### src/rtl/hc_mmio_initiator.sv
// MMIO command initiator: issues one read or write at a time,
// tracks the read tid, times out reads and counts stray responses.
module hc_mmio_initiator #(
  parameter int unsigned TIMEOUT_CYCLES = 256,
  parameter int unsigned ADDR_LIMIT     = 'h400
) (
  input  logic        clk,
  input  logic        reset,
  input  logic        cmd_valid,
  input  logic        cmd_write,
  input  logic [15:0] cmd_addr,
  input  logic [63:0] cmd_data,
  output logic        cmd_ready,
  output logic        mmio_wr_valid,
  output logic        mmio_rd_valid,
  output logic [15:0] mmio_addr,
  output logic [8:0]  mmio_tid,
  output logic [63:0] mmio_data,
  input  logic        rsp_valid,
  input  logic [8:0]  rsp_tid,
  input  logic [63:0] rsp_data,
  output logic        res_valid,
  output logic [63:0] res_data,
  output logic [1:0]  res_err,
  output logic [7:0]  stray_cnt
);

  typedef enum logic [1:0] {IDLE, ISSUE, WAIT_RSP, DONE} state_t;

  localparam logic [15:0] TO_LAST = 16'(TIMEOUT_CYCLES - 1);

  state_t      state_q, state_d;
  logic        wr_q, wr_d;
  logic        oor_q, oor_d;
  logic [15:0] addr_q, addr_d;
  logic [63:0] data_q, data_d;
  logic [8:0]  mtid_q, mtid_d;
  logic [8:0]  tid_q, tid_d;
  logic [15:0] to_q, to_d;
  logic [63:0] rdata_q, rdata_d;
  logic [1:0]  rerr_q, rerr_d;
  logic [7:0]  stray_q, stray_d;
  logic        cmd_oor;

  assign cmd_oor   = 32'(cmd_addr) >= ADDR_LIMIT;
  assign mmio_addr = addr_q;
  assign mmio_data = data_q;
  assign mmio_tid  = mtid_q;
  assign res_data  = rdata_q;
  assign res_err   = rerr_q;
  assign stray_cnt = stray_q;

  // State and datapath registers
  always_ff @(posedge clk or posedge reset) begin
    if (reset) begin
      state_q <= IDLE;
      wr_q    <= 1'b0;
      oor_q   <= 1'b0;
      addr_q  <= '0;
      data_q  <= '0;
      mtid_q  <= '0;
      tid_q   <= '0;
      to_q    <= '0;
      rdata_q <= '0;
      rerr_q  <= '0;
      stray_q <= '0;
    end else begin
      state_q <= state_d;
      wr_q    <= wr_d;
      oor_q   <= oor_d;
      addr_q  <= addr_d;
      data_q  <= data_d;
      mtid_q  <= mtid_d;
      tid_q   <= tid_d;
      to_q    <= to_d;
      rdata_q <= rdata_d;
      rerr_q  <= rerr_d;
      stray_q <= stray_d;
    end
  end

  // Next-state, request/result strobes and stray counting
  always_comb begin
    state_d       = state_q;
    wr_d          = wr_q;
    oor_d         = oor_q;
    addr_d        = addr_q;
    data_d        = data_q;
    mtid_d        = mtid_q;
    tid_d         = tid_q;
    to_d          = to_q;
    rdata_d       = rdata_q;
    rerr_d        = rerr_q;
    stray_d       = stray_q;
    cmd_ready     = 1'b0;
    mmio_wr_valid = 1'b0;
    mmio_rd_valid = 1'b0;
    res_valid     = 1'b0;

    if (rsp_valid && state_q != WAIT_RSP && stray_q != 8'hFF)
      stray_d = stray_q + 8'd1;

    case (state_q)
      IDLE: begin
        cmd_ready = 1'b1;
        if (cmd_valid) begin
          wr_d    = cmd_write;
          oor_d   = !cmd_write && cmd_oor;
          state_d = ISSUE;
          // Request bus only moves for requests that will be issued
          if (cmd_write) begin
            addr_d = cmd_addr;
            data_d = cmd_data;
          end else if (!cmd_oor) begin
            addr_d = cmd_addr;
            mtid_d = tid_q;
          end
        end
      end
      ISSUE: begin
        if (wr_q) begin
          mmio_wr_valid = 1'b1;
          state_d       = IDLE;
        end else if (oor_q) begin
          rerr_d  = 2'b11;
          rdata_d = '0;
          state_d = DONE;
        end else begin
          mmio_rd_valid = 1'b1;
          to_d          = '0;
          tid_d         = tid_q + 9'd1;
          state_d       = WAIT_RSP;
        end
      end
      WAIT_RSP: begin
        if (rsp_valid) begin
          rdata_d = rsp_data;
          rerr_d  = (rsp_tid == mtid_q) ? 2'b00 : 2'b10;
          state_d = DONE;
        end else if (to_q == TO_LAST) begin
          rdata_d = '0;
          rerr_d  = 2'b01;
          state_d = DONE;
        end else begin
          to_d = to_q + 16'd1;
        end
      end
      DONE: begin
        res_valid = 1'b1;
        state_d   = IDLE;
      end
      default: state_d = IDLE;
    endcase
  end

endmodule

### config.mk
export PLATFORM = sky130hd
export DESIGN_NAME = hc_mmio_initiator
export DESIGN_NICKNAME = d
export VERILOG_FILES = /design/src/rtl/hc_mmio_initiator.sv
export SDC_FILE = /design/constraint.sdc
export NUM_CORES = 1
export LEC_CHECK = 0
export ABC_CLOCK_PERIOD_IN_PS = 6000
export CAP_MARGIN = 40
export CELL_PAD_IN_SITES_DETAIL_PLACEMENT = 1
export CELL_PAD_IN_SITES_GLOBAL_PLACEMENT = 1
export CORE_ASPECT_RATIO = 1.2
export CORE_UTILIZATION = 30
export DETAILED_ROUTE_END_ITERATION = 8
export PLACE_DENSITY_LB_ADDON = 0.12
export SETUP_SLACK_MARGIN = 0.05
export SLEW_MARGIN = 5
export SYNTH_ARGS = -nofsm -noshare
export SYNTH_HDL_FRONTEND = slang
export SYNTH_SLANG_ARGS = --single-unit
### constraint.sdc
create_clock -name clk -period 6 [get_ports clk]
set_input_delay 0.9 -clock clk [delete_from_list [all_inputs] [get_ports clk]]
set_output_delay 0.9 -clock clk [all_outputs]
set_load 0.02 [all_outputs]
== Word level (Yosys, flattened, before mapping) ==
Cells that the tools add are included.
Cells by class
  bitwise operators: 4
  $lt $le $gt $ge: 1
  eq/ne operators: 15
  add/sub/neg operators: 3
  reductions and logical operators: 14
  muxes and demuxes: 31
Operator list (number)
  $mux W64: 4
  $pmux W64 S2: 1
  $mux W16: 6
  $pmux W16 S2: 1
  $mux W2: 9
  $add A16 B1 Y16 const B: 1
  $eq A16 B8 Y1 const B: 1
  $ge A16 B11 Y1 const B: 1
  $ne A2 B2 Y1 const B: 8
  $add A9 B1 Y9 const B: 1
  $eq A9 B9 Y1: 1
  $reduce_and A3 Y1: 3
  $add A8 B1 Y8 const B: 1
  $mux W1: 8
  $ne A8 B8 Y1 const B: 1
  $pmux W2 S4: 1
  $reduce_and A4 Y1: 2
  $reduce_and A5 Y1: 1
  $eq A2 B2 Y1 const B: 2
  $not A1 Y1: 4
  $pmux W2 S2: 1
  $reduce_and A2 Y1: 2
  $logic_and A1 B1 Y1: 3
  $ne A3 B3 Y1 const B: 1
  4 further kinds: 4
Storage, ports and cells
  logic and storage cells: 79
  register bits after elaboration: 192
  output and inout bits: 167
  bits of input ports: 158

== Depth between registers and ports, before layout ==
Gate-level depths: netlist of run 1.
  depth in word-level cells: 4
  mapped depth: 6
  depth with buffers taken out: 5

== Worst setup path before layout of run 1 ==
Ideal clock, no wire load.
  path kind: input to register
  start point: input port cmd_addr[15]
  end point: register addr_q[0] (netlist: mmio_addr[0])
  stages on the path: 5
  arrival: 2330 ps
  required time: 5875 ps
  setup time: 125 ps
  buffers on the path: 1
  path slack: 3545 ps
  path through: nor4_1 -> nand2_1 -> a21oi_1 -> buf_2 -> mux2_2
Between the ends
  cells in the longest elaborated chain, start to end: 3
RTL lines
  start, declared: RTL line 11  | input logic [15:0] cmd_addr,
  $ge A16 B11 Y1: RTL line 45  | assign cmd_oor = 32'(cmd_addr) >= ADDR_LIMIT;
  $ne A2 B2 Y1 (no line)
  $reduce_and A3 Y1 (no line)
  end signal, assigned: RTL line 71  | addr_q <= addr_d;
  end, declared: RTL line 35  | logic [15:0] addr_q, addr_d;
No other way between the ends.
A chain may end at the register's enable or synchronous reset.

==> reports/qor.log, run 1 <==
qor: setup_path.kind_of_start_point_of_the_critical_path register
qor: logic_synthesis.yosysUniqueCellTypes 46
qor: detailed_routing.avgViaCountPerCell 4.85
qor: setup_path.crit_arrival 2.59 ns
qor: outcome.run_status completed
qor: timing.finalCriticalPeriod 3.49 ns
qor: global_route.initial_antenna_violation_count 0
qor: cts.clock_slew_at_the_register_clock_pins_of_the_worst_setup_and_hold_paths 0.07 ns
qor: place.io_buffer_count 324
qor: setup_path.cpMaxStageDelayCell sky130_fd_sc_hd__or4b_2
qor: setup_path.r2r_slack 3.52 ns
qor: floorplan.dieArea 0.0263 mm^2
qor: logic_synthesis.synth_area 0.00770 mm^2
qor: cts.postCtsSetupBuffers 0
qor: logic_synthesis.yosysWarningCount 0
qor: logic_synthesis.syn-instance-count 554
qor: timing.fmaxAchievable 286 MHz
qor: floorplan.dieHeight 177 um
qor: global_route.via_count_of_the_first_global_routing_pass 6,541
qor: power.ir_drop_worst_case_vdd 0.222 mV
qor: cts.clkLatencyLatePin 0.43 ns
qor: timing.final_hold_viol_count 0
qor: timing.timing.final.setup_violations 0
qor: setup_path.kind_of_end_point_of_the_critical_path output pin
qor: cells_and_area.layout.nets 1,036
qor: setup_path.cp_data_required_time 5.10 ns
qor: cts.postCtsResizedCells 0
qor: logic_synthesis.synth_top_area_cell sky130_fd_sc_hd__dfrtp_1
qor: floorplan.floorplan.die.width 148 um
qor: floorplan.io_pins 325
qor: timing.timing.slew.headroom 30.6%
qor: worst_hold_path.hold_end tid_q[8]$_DFFE_PP0P_
qor: floorplan.core_area 0.0250 mm^2
qor: floorplan.floorplan.initialDensity 30.8%
qor: detailed_routing.detail_route.iter0.violations 263
qor: cells_and_area.finalNonFillerCells 1,214
qor: cts.master_cell_of_the_clock_root_buffer sky130_fd_sc_hd__clkbuf_16
qor: setup_path.crit_path_max_fanout 11
qor: detailed_routing.drt-total-wl 23,500 um
qor: run.max-cap-violations 0
qor: logic_synthesis.synth-seq-area-share 62.4%
qor: cts.tritoncts_num_sinks 192
qor: power.finalPower 6.08 mW
qor: cells_and_area.drive_above_1_share 15.7%
qor: logic_synthesis.syn_nets 715
qor: global_route.grt_max_degree 193
qor: place.post-place-cells 1,181
qor: floorplan.fp-row-count 63
qor: cells_and_area.post-route-cell-area 0.0119 mm^2
qor: cts.htreeDepth 4
qor: setup_path.rr_endpoint res_data[35]$_DFFE_PP0P_
qor: logic_synthesis.synth.avg_cell_area 13.9 um^2
qor: setup_path.critical_path.top_delay_family buffers and inverters
qor: global_route.global_route.overflow_total 0
qor: timing.worst_pin_slew 1.04 ns
qor: cts.cts-buffers-inserted 17
qor: setup_path.criticalPathCategory reg2out
qor: detailed_routing.drt-wirelength-per-cell 19.4 um
qor: cts.cts-root-to-sink-buffers 2
qor: global_route.groute.usage.overall 18.3%
qor: logic_synthesis.ys_ff_latch 192
qor: place.hpwl_after_detailed_placement 17,100 um
qor: worst_hold_path.min_delay_path_depth 1
qor: cells_and_area.syn_to_final_growth 54.1%
qor: detailed_routing.drcViolationCount 0
qor: detailed_routing.final_antenna_net_count 0
qor: detailed_routing.vias 5,884
qor: cells_and_area.fillCellCount 2,547
qor: setup_path.delay_of_the_slowest_critical_path_stage 0.86 ns
qor: cts.cts_hold_repair.buffers 0
qor: setup_path.r2r_cells 5
qor: timing.unrepaired_setup_endpoints_after_global_routing no
qor: timing.tns 0 ns
qor: timing.clock_skew 0.0131 ns
qor: timing.finalCritPeriodShare 58.2%
qor: logic_synthesis.synth_async_sr_flop_share 100%
qor: power.power.density 513 mW/mm^2
qor: setup_path.r2r-start to_q[9]$_DFFE_PP0P_
qor: logic_synthesis.ys_top_cells_by_area sky130_fd_sc_hd__dfrtp_1 (62%), sky130_fd_sc_hd__mux2_2 (13%), sky130_fd_sc_hd__a22o_1 (7.3%), sky130_fd_sc_hd__xnor2_1 (1.6%), sky130_fd_sc_hd__xor2_1 (1.1%)
qor: timing.max_slew_violation_count 0
qor: logic_synthesis.synth_flop_cell sky130_fd_sc_hd__dfrtp_1
qor: logic_synthesis.synth_top_area_share 62.4%
qor: detailed_routing.firstDrtPassIters 4
qor: place.gp_congestion 0.795
qor: worst_hold_path.hold_path_class reg2reg
qor: cells_and_area.utilization 47.5%
qor: setup_path.crit_chain or4b_2 > inv_1 > clkdlybuf4s50_1
qor: place.placement.cell_area 0.0113 mm^2
qor: worst_hold_path.hp-start tid_q[8]$_DFFE_PP0P_
qor: setup_path.crit_buf_inv 2
qor: cts.cts_tree built
qor: power.static-leakage-power 5.09 nW
qor: global_route.grt_first_pass_wirelength 37,100 um
qor: logic_synthesis.synth_edf_count 0
## logic make-up (layout without fill, tap and decap cells)
logic type,count (synthesis),count (layout),synth area share [%]
AOI/OAI and AO/OA,105,105,11.2
xor gates and xnor gates,24,24,2.73
muxes,94,94,13.7
adders and majority gates,3,3,0.488
other,0,1,0
buffers and inverters,38,372,2.55
DFF,192,192,62.4
and+or+nand+nor,98,98,6.94
## layer usage
metal	global-route usage, %	routed length (um)
met5	0	0
met4	4.51	282
met3	6.25	1640
met2	32.7	12700
met1	20.7	8870
## power breakdown
part           switching [mW]  leakage (nW)  total (mW)  internal [mW]
sequential              0.371          2.42        2.19           1.82
combinational            1.36          2.39        2.77           1.40
clock                   0.562         0.290        1.12          0.561
total                    2.30          5.09        6.08           3.78
## synth_stat cells (2+ instances only)
cell type	number
sky130_fd_sc_hd__nand3_1	12
sky130_fd_sc_hd__nand2_1	20
sky130_fd_sc_hd__or3_1	3
sky130_fd_sc_hd__a211o_1	5
sky130_fd_sc_hd__o21ai_0	4
sky130_fd_sc_hd__and4_1	5
sky130_fd_sc_hd__nand4_1	8
sky130_fd_sc_hd__dfrtp_1	192
sky130_fd_sc_hd__xor2_1	10
sky130_fd_sc_hd__a21o_1	2
sky130_fd_sc_hd__buf_1	3
sky130_fd_sc_hd__and3_1	5
sky130_fd_sc_hd__o21bai_1	2
sky130_fd_sc_hd__nor2_1	19
sky130_fd_sc_hd__a31oi_1	5
sky130_fd_sc_hd__nor4_1	4
sky130_fd_sc_hd__o211ai_1	2
sky130_fd_sc_hd__nor3_1	7
sky130_fd_sc_hd__a22o_1	64
sky130_fd_sc_hd__buf_6	6
sky130_fd_sc_hd__mux2i_1	4
sky130_fd_sc_hd__xnor2_1	14
sky130_fd_sc_hd__clkbuf_1	12
sky130_fd_sc_hd__buf_2	7
sky130_fd_sc_hd__a21oi_1	14
sky130_fd_sc_hd__ha_1	3
sky130_fd_sc_hd__or4_4	2
sky130_fd_sc_hd__and2_1	2
sky130_fd_sc_hd__mux2_2	90
sky130_fd_sc_hd__nand2b_1	3
sky130_fd_sc_hd__inv_1	10
## area by class of cell
class / instances / area [um^2] / area share, %
clock inverter: 15 / 169 / 1.42
sequential: 192 / 4800 / 40.5
multi-input combinational: 324 / 2710 / 22.9
tap: 325 / 407 / 3.43
inverter: 10 / 41.3 / 0.348
clock buffer: 17 / 425 / 3.59
timing repair buffer: 330 / 3300 / 27.8
antenna: 1 / 2.50 / 0.0211
## cells in the final DEF, fill, tap and decap left out, types with 5 or more instances in the layout
master,count
sky130_fd_sc_hd__clkdlybuf4s50_1,324
sky130_fd_sc_hd__dfrtp_1,192
sky130_fd_sc_hd__mux2_2,90
sky130_fd_sc_hd__a22o_1,64
sky130_fd_sc_hd__nand2_1,20
sky130_fd_sc_hd__nor2_1,17
sky130_fd_sc_hd__clkbuf_16,17
sky130_fd_sc_hd__xnor2_1,14
sky130_fd_sc_hd__a21oi_1,14
sky130_fd_sc_hd__nand3_1,12
sky130_fd_sc_hd__xor2_1,10
sky130_fd_sc_hd__inv_1,9
sky130_fd_sc_hd__nand4_1,8
sky130_fd_sc_hd__nor3_1,7
sky130_fd_sc_hd__inv_6,7
sky130_fd_sc_hd__clkinv_8,6
sky130_fd_sc_hd__a31oi_1,5
sky130_fd_sc_hd__and4_1,5
sky130_fd_sc_hd__and3_1,5
sky130_fd_sc_hd__a211o_1,5
sky130_fd_sc_hd__buf_4,5
## flip-flops by register name (all words and copies together) (netlist names), named ones only
| signal | flops |
|---|---|
| mmio_tid | 9 |
| state_q | 1 |
| res_err | 2 |
| res_data | 64 |
| stray_cnt | 8 |
| wr_q | 1 |
| to_q | 16 |
| mmio_data | 64 |
| oor_q | 1 |
| tid_q | 9 |
| mmio_addr | 16 |
## metrics by stage
stage          hold slack [ns]  setup WS (ns)
2_1_floorplan            0.442           2.62
3_3_place_gp             0.468           2.93
3_5_place_dp             0.470           2.84
4_1_cts                  0.489           2.47
5_1_grt                  0.518           2.39
6_report                 0.486           2.51
## worst max-delay path by stage
stage	from	to	slack [ns]	cells after the start
after global placement	cmd_valid	mmio_data[13]$_DFFE_PP0P_	2.93	5
after floorplan	reset	async pin	2.62	1
after CTS	register	mmio_rd_valid	2.47	3
after detailed placement	cmd_valid	mmio_data[40]$_DFFE_PP0P_	2.84	5
after global routing	register	mmio_rd_valid	2.39	3
final	register	mmio_rd_valid	2.51	3
Power figures use the tool's default switching activity.
==> run 2: changes to the inputs <==
- ABC_CLOCK_PERIOD_IN_PS: 6000 -> 3300
- clock period: 6 -> 3.3 ns (I/O delays scaled with it)
==> reports/qor.log, run 2 (synthesized netlist as in run 1, its figures left out) <==
qor: outcome.run_status completed
qor: detailed_routing.firstDrtPassIters 4
qor: global_route.initial_antenna_violation_count 0
qor: detailed_routing.avgViaCountPerCell 4.86
qor: global_route.global_route.overflow_total 0
qor: cts.cts-buffers-inserted 17
qor: floorplan.floorplan.initialDensity 30.8%
qor: detailed_routing.drt-wirelength-per-cell 19.3 um
qor: timing.final_hold_viol_count 0
qor: cts.clkLatencyLatePin 0.43 ns
qor: cts.postCtsSetupBuffers 0
qor: timing.finalCriticalPeriod 3.11 ns
qor: place.hpwl_after_detailed_placement 17,400 um
qor: global_route.global_route.usage.met3 6.12%
qor: setup_path.r2r_cells 5
qor: timing.timing.final.setup_violations 0
qor: cells_and_area.most-common-layout-cells sky130_fd_sc_hd__clkdlybuf4s50_1 (324), sky130_fd_sc_hd__dfrtp_1 (192), sky130_fd_sc_hd__mux2_2 (90)
qor: cells_and_area.finalNonFillerCells 1,215
qor: timing.finalCritPeriodShare 94.2%
qor: setup_path.cp_data_required_time 2.80 ns
qor: global_route.groute.layer.met1.usage 20.7%
qor: global_route.grt_max_degree 65
qor: cts.cts_hold_repair.buffers 0
qor: setup_path.rr_endpoint res_data[44]$_DFFE_PP0P_
qor: timing.tns 0 ns
qor: cts.clock_slew_at_the_register_clock_pins_of_the_worst_setup_and_hold_paths 0.07 ns
qor: detailed_routing.detail_route.iter0.violations 224
qor: setup_path.kind_of_end_point_of_the_critical_path output pin
qor: global_route.via_count_of_the_first_global_routing_pass 6,653
qor: worst_hold_path.hold_path_class in2async
qor: detailed_routing.final_antenna_net_count 0
qor: cts.cts-root-to-sink-buffers 2
qor: run.max-cap-violations 0
qor: cells_and_area.antenna_cells 0
qor: cts.htreeDepth 4
qor: cts.master_cell_of_the_clock_root_buffer sky130_fd_sc_hd__clkbuf_16
qor: global_route.groute.layer.met2.usage 31.7%
qor: cells_and_area.layout.nets 1,040
qor: timing.clock_skew 0.00613 ns
qor: timing.max_slew_violation_count 0
qor: power.power.density 925 mW/mm^2
qor: timing.timing.slew.headroom 54.4%
qor: floorplan.dieHeight 177 um
qor: detailed_routing.drcViolationCount 0
qor: power.ir_drop_worst_case_vdd 0.443 mV
qor: setup_path.crit_path_max_fanout 11
qor: floorplan.io_pins 325
qor: global_route.grt_first_pass_wirelength 36,900 um
qor: place.io_buffer_count 324
qor: cells_and_area.syn_to_final_growth 55.1%
qor: timing.worst_pin_slew 0.684 ns
qor: floorplan.floorplan.die.width 148 um
qor: setup_path.r2r-start to_q[9]$_DFFE_PP0P_
qor: cts.tritoncts_num_sinks 192
qor: setup_path.r2r_slack 0.90 ns
qor: setup_path.crit_arrival 2.61 ns
qor: place.post-place-cells 1,185
qor: place.gp_congestion 0.746
qor: cells_and_area.drive_above_1_share 15.6%
qor: floorplan.fp-row-count 63
qor: timing.unrepaired_setup_endpoints_after_global_routing no
qor: detailed_routing.vias 5,904
qor: cells_and_area.utilization 47.8%
qor: timing.worst_hold_slack 0.393 ns
qor: global_route.groute.usage.overall 18.2%
qor: setup_path.kind_of_start_point_of_the_critical_path register
qor: global_route.grt-busiest-layer met2
qor: setup_path.crit_end mmio_rd_valid
qor: cts.postCtsResizedCells 0
qor: floorplan.dieArea 0.0263 mm^2
qor: detailed_routing.drt-total-wl 23,500 um
qor: cts.cts_tree built
qor: cells_and_area.layout.cells.most_common sky130_fd_sc_hd__clkdlybuf4s50_1
qor: power.static-leakage-power 5.11 nW
qor: timing.fmaxAchievable 322 MHz
qor: floorplan.core_area 0.0250 mm^2
qor: setup_path.criticalPathCategory reg2out
==> run 2: cell count changes in the layout (fill, tap and decap cells not counted), sizes merged <==
cell,previous run,this run
buf,6,10
inv,16,9
clkinv,8,2
clkinvlp,1,6
bufinv,0,2
diode,1,0
clkbuf,17,21
==> run 2: final cells by class <==
type / count / area, um^2
fill: 2544 / 13000
sequential: 192 / 4800
timing repair buffer: 334 / 3410
multi-input combinational: 324 / 2710
clock buffer: 21 / 460
tap: 325 / 407
clock inverter: 9 / 111
inverter: 10 / 41.3
==> run 2: worst min path at each step <==
| stage | slack (ns) | cells after the start | start | to |
|---|---|---|---|---|
| CTS | 0.38 | 2 | reset | mmio_data[3]$_DFFE_PP0P_ |
| finish | 0.39 | 2 | reset | mmio_data[3]$_DFFE_PP0P_ |
| detailed placement | 0.48 | 1 | tid_q[8]$_DFFE_PP0P_ | tid_q[8]$_DFFE_PP0P_ |
| global placement | 0.47 | 1 | tid_q[8]$_DFFE_PP0P_ | tid_q[8]$_DFFE_PP0P_ |
| floorplan | 0.44 | 1 | tid_q[8]$_DFFE_PP0P_ | tid_q[8]$_DFFE_PP0P_ |
| global route | 0.40 | 2 | reset | mmio_data[40]$_DFFE_PP0P_ |
==> run 2: critical path: stages (launching register included) <==
cell and delay [ns]:
sky130_fd_sc_hd__dfrtp_1 0.45, sky130_fd_sc_hd__or4b_2 0.86, sky130_fd_sc_hd__inv_1 0.20, sky130_fd_sc_hd__clkdlybuf4s50_1 0.67
==> run 2: metal layers <==
layer / wire length, um / share of wire [%]
met5: 0 / 0
met4: 613 / 2.6
met3: 1580 / 6.7
met2: 12300 / 53
met1: 8920 / 38
==> run 2: power breakdown <==
group	switching [mW]	internal, mW	total (mW)
logic	2.47	2.57	5.04
registers	0.667	3.31	3.98
clock network	0.887	1.15	2.04
total	4.02	7.03	11.1
==> run 2: through the flow <==
stage | worst slack, ns | instance area [um^2] | total power, mW
6_report | 0.190 | 11900 | 11.1
4_1_cts | 0.145 | 11900 | 11.2
2_1_floorplan | 0.329 | 7700 | 6.60
3_5_place_dp | 0.633 | 11400 | 9.09
3_3_place_gp | 0.683 | 11300 | 8.94
5_1_grt | 0.0635 | 11900 | 11.7
==> run 3: changes to the inputs <==
- CAP_MARGIN: 40 -> default
- CORE_UTILIZATION: 30 -> 33
==> reports/qor.log, run 3 (synthesized netlist as in run 1, its figures left out) <==
qor: outcome.run_status completed
qor: cells_and_area.drive_above_1_share 15.9%
qor: global_route.initial_antenna_violation_count 1
qor: global_route.grt_first_pass_wirelength 37,300 um
qor: cts.cts-root-to-sink-buffers 2
qor: cts.cts_tree built
qor: cts.cts_hold_repair.buffers 0
qor: cts.postCtsResizedCells 0
qor: cells_and_area.register_area 0.00480 mm^2
qor: worst_hold_path.hold_path_class reg2reg
qor: setup_path.crit_buf_inv 2
qor: cts.cts-buffers-inserted 17
qor: power.finalPower 11.2 mW
qor: detailed_routing.drt-wirelength-per-cell 19.9 um
qor: place.io_buffer_count 324
qor: detailed_routing.avgViaCountPerCell 4.90
qor: cts.tritoncts_num_sinks 192
qor: timing.final_hold_viol_count 0
qor: timing.unrepaired_setup_endpoints_after_global_routing no
qor: cells_and_area.layout.nets 1,039
qor: detailed_routing.final_antenna_net_count 0
qor: cts.clock_slew_at_the_register_clock_pins_of_the_worst_setup_and_hold_paths 0.07 ns
qor: setup_path.cp.depth 3
qor: global_route.global_route.overflow_total 0
qor: detailed_routing.vias 5,891
qor: place.hpwl_after_detailed_placement 17,600 um
qor: worst_hold_path.hp-start tid_q[7]$_DFFE_PP0P_
qor: floorplan.fp-row-count 60
qor: cts.clkLatencyLatePin 0.43 ns
qor: power.power.density 939 mW/mm^2
qor: setup_path.criticalPathCategory reg2out
qor: setup_path.cp_data_required_time 2.80 ns
qor: setup_path.crit_chain or4b_2 > inv_1 > clkdlybuf4s50_1
qor: setup_path.crit_path_max_fanout 11
qor: setup_path.r2r_slack 0.90 ns
qor: cells_and_area.multi_input_area 0.00271 mm^2
qor: setup_path.r2r_cells 5
qor: setup_path.crit_end mmio_rd_valid
qor: cells_and_area.syn_to_final_growth 54.9%
qor: global_route.grt_max_degree 116
qor: setup_path.kind_of_end_point_of_the_critical_path output pin
qor: setup_path.kind_of_start_point_of_the_critical_path register
qor: timing.timing.slew.headroom 40.2%
qor: setup_path.r2r-start to_q[8]$_DFFE_PP0P_
qor: cts.postCtsSetupBuffers 0
qor: cts.htreeDepth 4
qor: timing.tns 0 ns
qor: cells_and_area.fillCellCount 2,306
qor: run.max-cap-violations 0
qor: timing.clock_skew 0.0165 ns
qor: cells_and_area.most-common-layout-cells sky130_fd_sc_hd__clkdlybuf4s50_1 (324), sky130_fd_sc_hd__dfrtp_1 (192), sky130_fd_sc_hd__mux2_2 (90)
qor: timing.max_slew_violation_count 0
qor: setup_path.rr_endpoint res_data[44]$_DFFE_PP0P_
qor: timing.timing.final.setup_violations 0
qor: global_route.via_count_of_the_first_global_routing_pass 6,688
qor: floorplan.core_area 0.0227 mm^2
qor: setup_path.delay_of_the_slowest_critical_path_stage 0.87 ns
qor: floorplan.dieHeight 169 um
qor: floorplan.floorplan.initialDensity 34.0%
qor: floorplan.floorplan.die.width 141 um
qor: setup_path.critical_path.top_delay_family buffers and inverters
qor: setup_path.crit_arrival 2.62 ns
qor: detailed_routing.drt-total-wl 23,900 um
qor: detailed_routing.detail_route.iter0.violations 181
qor: cts.master_cell_of_the_clock_root_buffer sky130_fd_sc_hd__clkbuf_16
qor: timing.finalCriticalPeriod 3.11 ns
qor: global_route.groute.usage.overall 20.4%
qor: detailed_routing.firstDrtPassIters 4
qor: cells_and_area.layout.cells.most_common sky130_fd_sc_hd__clkdlybuf4s50_1
qor: timing.fmaxAchievable 321 MHz
qor: floorplan.dieArea 0.0239 mm^2
qor: setup_path.cpMaxStageDelayCell sky130_fd_sc_hd__or4b_2
qor: power.ir_drop_worst_case_vdd 0.463 mV
qor: place.gp_congestion 0.763
qor: timing.finalCritPeriodShare 94.3%
qor: floorplan.io_pins 325
qor: power.static-leakage-power 5.13 nW
qor: detailed_routing.drcViolationCount 0
qor: timing.worst_pin_slew 0.895 ns
-- run 3: changes by cell type in the layout (fill, tap and decap cells not counted), sizes merged --
cell / before / now
buf: 10 / 9
clkinvlp: 6 / 2
clkbuf: 21 / 18
bufinv: 2 / 1
diode: 0 / 1
clkinv: 2 / 6
inv: 9 / 15
-- run 3: stage by stage --
| step | setup WS (ns) | cells | hold WS (ns) | instance area (um^2) | utilization, % |
|---|---|---|---|---|---|
| 3_3_place_gp | 0.685 | 1169 | 0.465 | 11300 | 49.8 |
| 5_1_grt | 0.0893 | 1202 | 0.521 | 11900 | 52.6 |
| 2_1_floorplan | 0.329 | 554 | 0.442 | 7700 | - |
| 6_report | 0.187 | 1202 | 0.500 | 11900 | 52.6 |
| 4_1_cts | 0.158 | 1201 | 0.500 | 11900 | 52.6 |
| 3_5_place_dp | 0.650 | 1169 | 0.481 | 11300 | 49.8 |
-- run 3: worst reg2reg max path, stage by stage, from the launching register on --
cell,delay (ns)
sky130_fd_sc_hd__dfrtp_1,0.46
sky130_fd_sc_hd__or4_4,0.59
sky130_fd_sc_hd__o41ai_4,0.47
sky130_fd_sc_hd__a21oi_4,0.09
sky130_fd_sc_hd__buf_4,0.36
sky130_fd_sc_hd__a22o_1,0.31
-- run 3: how the worst min path moves through the flow --
| stage | end | cells after the start | slack [ns] |
|---|---|---|---|
| floorplan | tid_q[8]$_DFFE_PP0P_ | 1 | 0.44 |
| global placement | tid_q[8]$_DFFE_PP0P_ | 1 | 0.46 |
| detailed placement | res_data[25]$_DFFE_PP0P_ | 1 | 0.48 |
| CTS | tid_q[7]$_DFFE_PP0P_ | 1 | 0.50 |
| global route | res_data[46]$_DFFE_PP0P_ | 1 | 0.52 |
| finish | tid_q[7]$_DFFE_PP0P_ | 1 | 0.50 |
-- run 3: metal layers --
layer	vias up	track usage, %	routed length [um]
met5	-	0	0
met4	0	6.83	471
met1	3016	21.4	8640
li1	2676	-	-
met2	177	38.0	13200
met3	22	6.88	1620
-- run 3: layout make-up --
cell class	count	area share (%)
antenna	1	0.0210
clock buffer	18	3.68
clock inverter	14	1.57
inverter	10	0.346
multi-input combinational	324	22.7
sequential	192	40.3
tap	310	3.25
timing repair buffer	333	28.1
-- run 3: power by group --
group | switching [mW] | internal, mW
Sequential | 0.678 | 3.31
Combinational | 2.49 | 2.57
Clock | 1.02 | 1.12
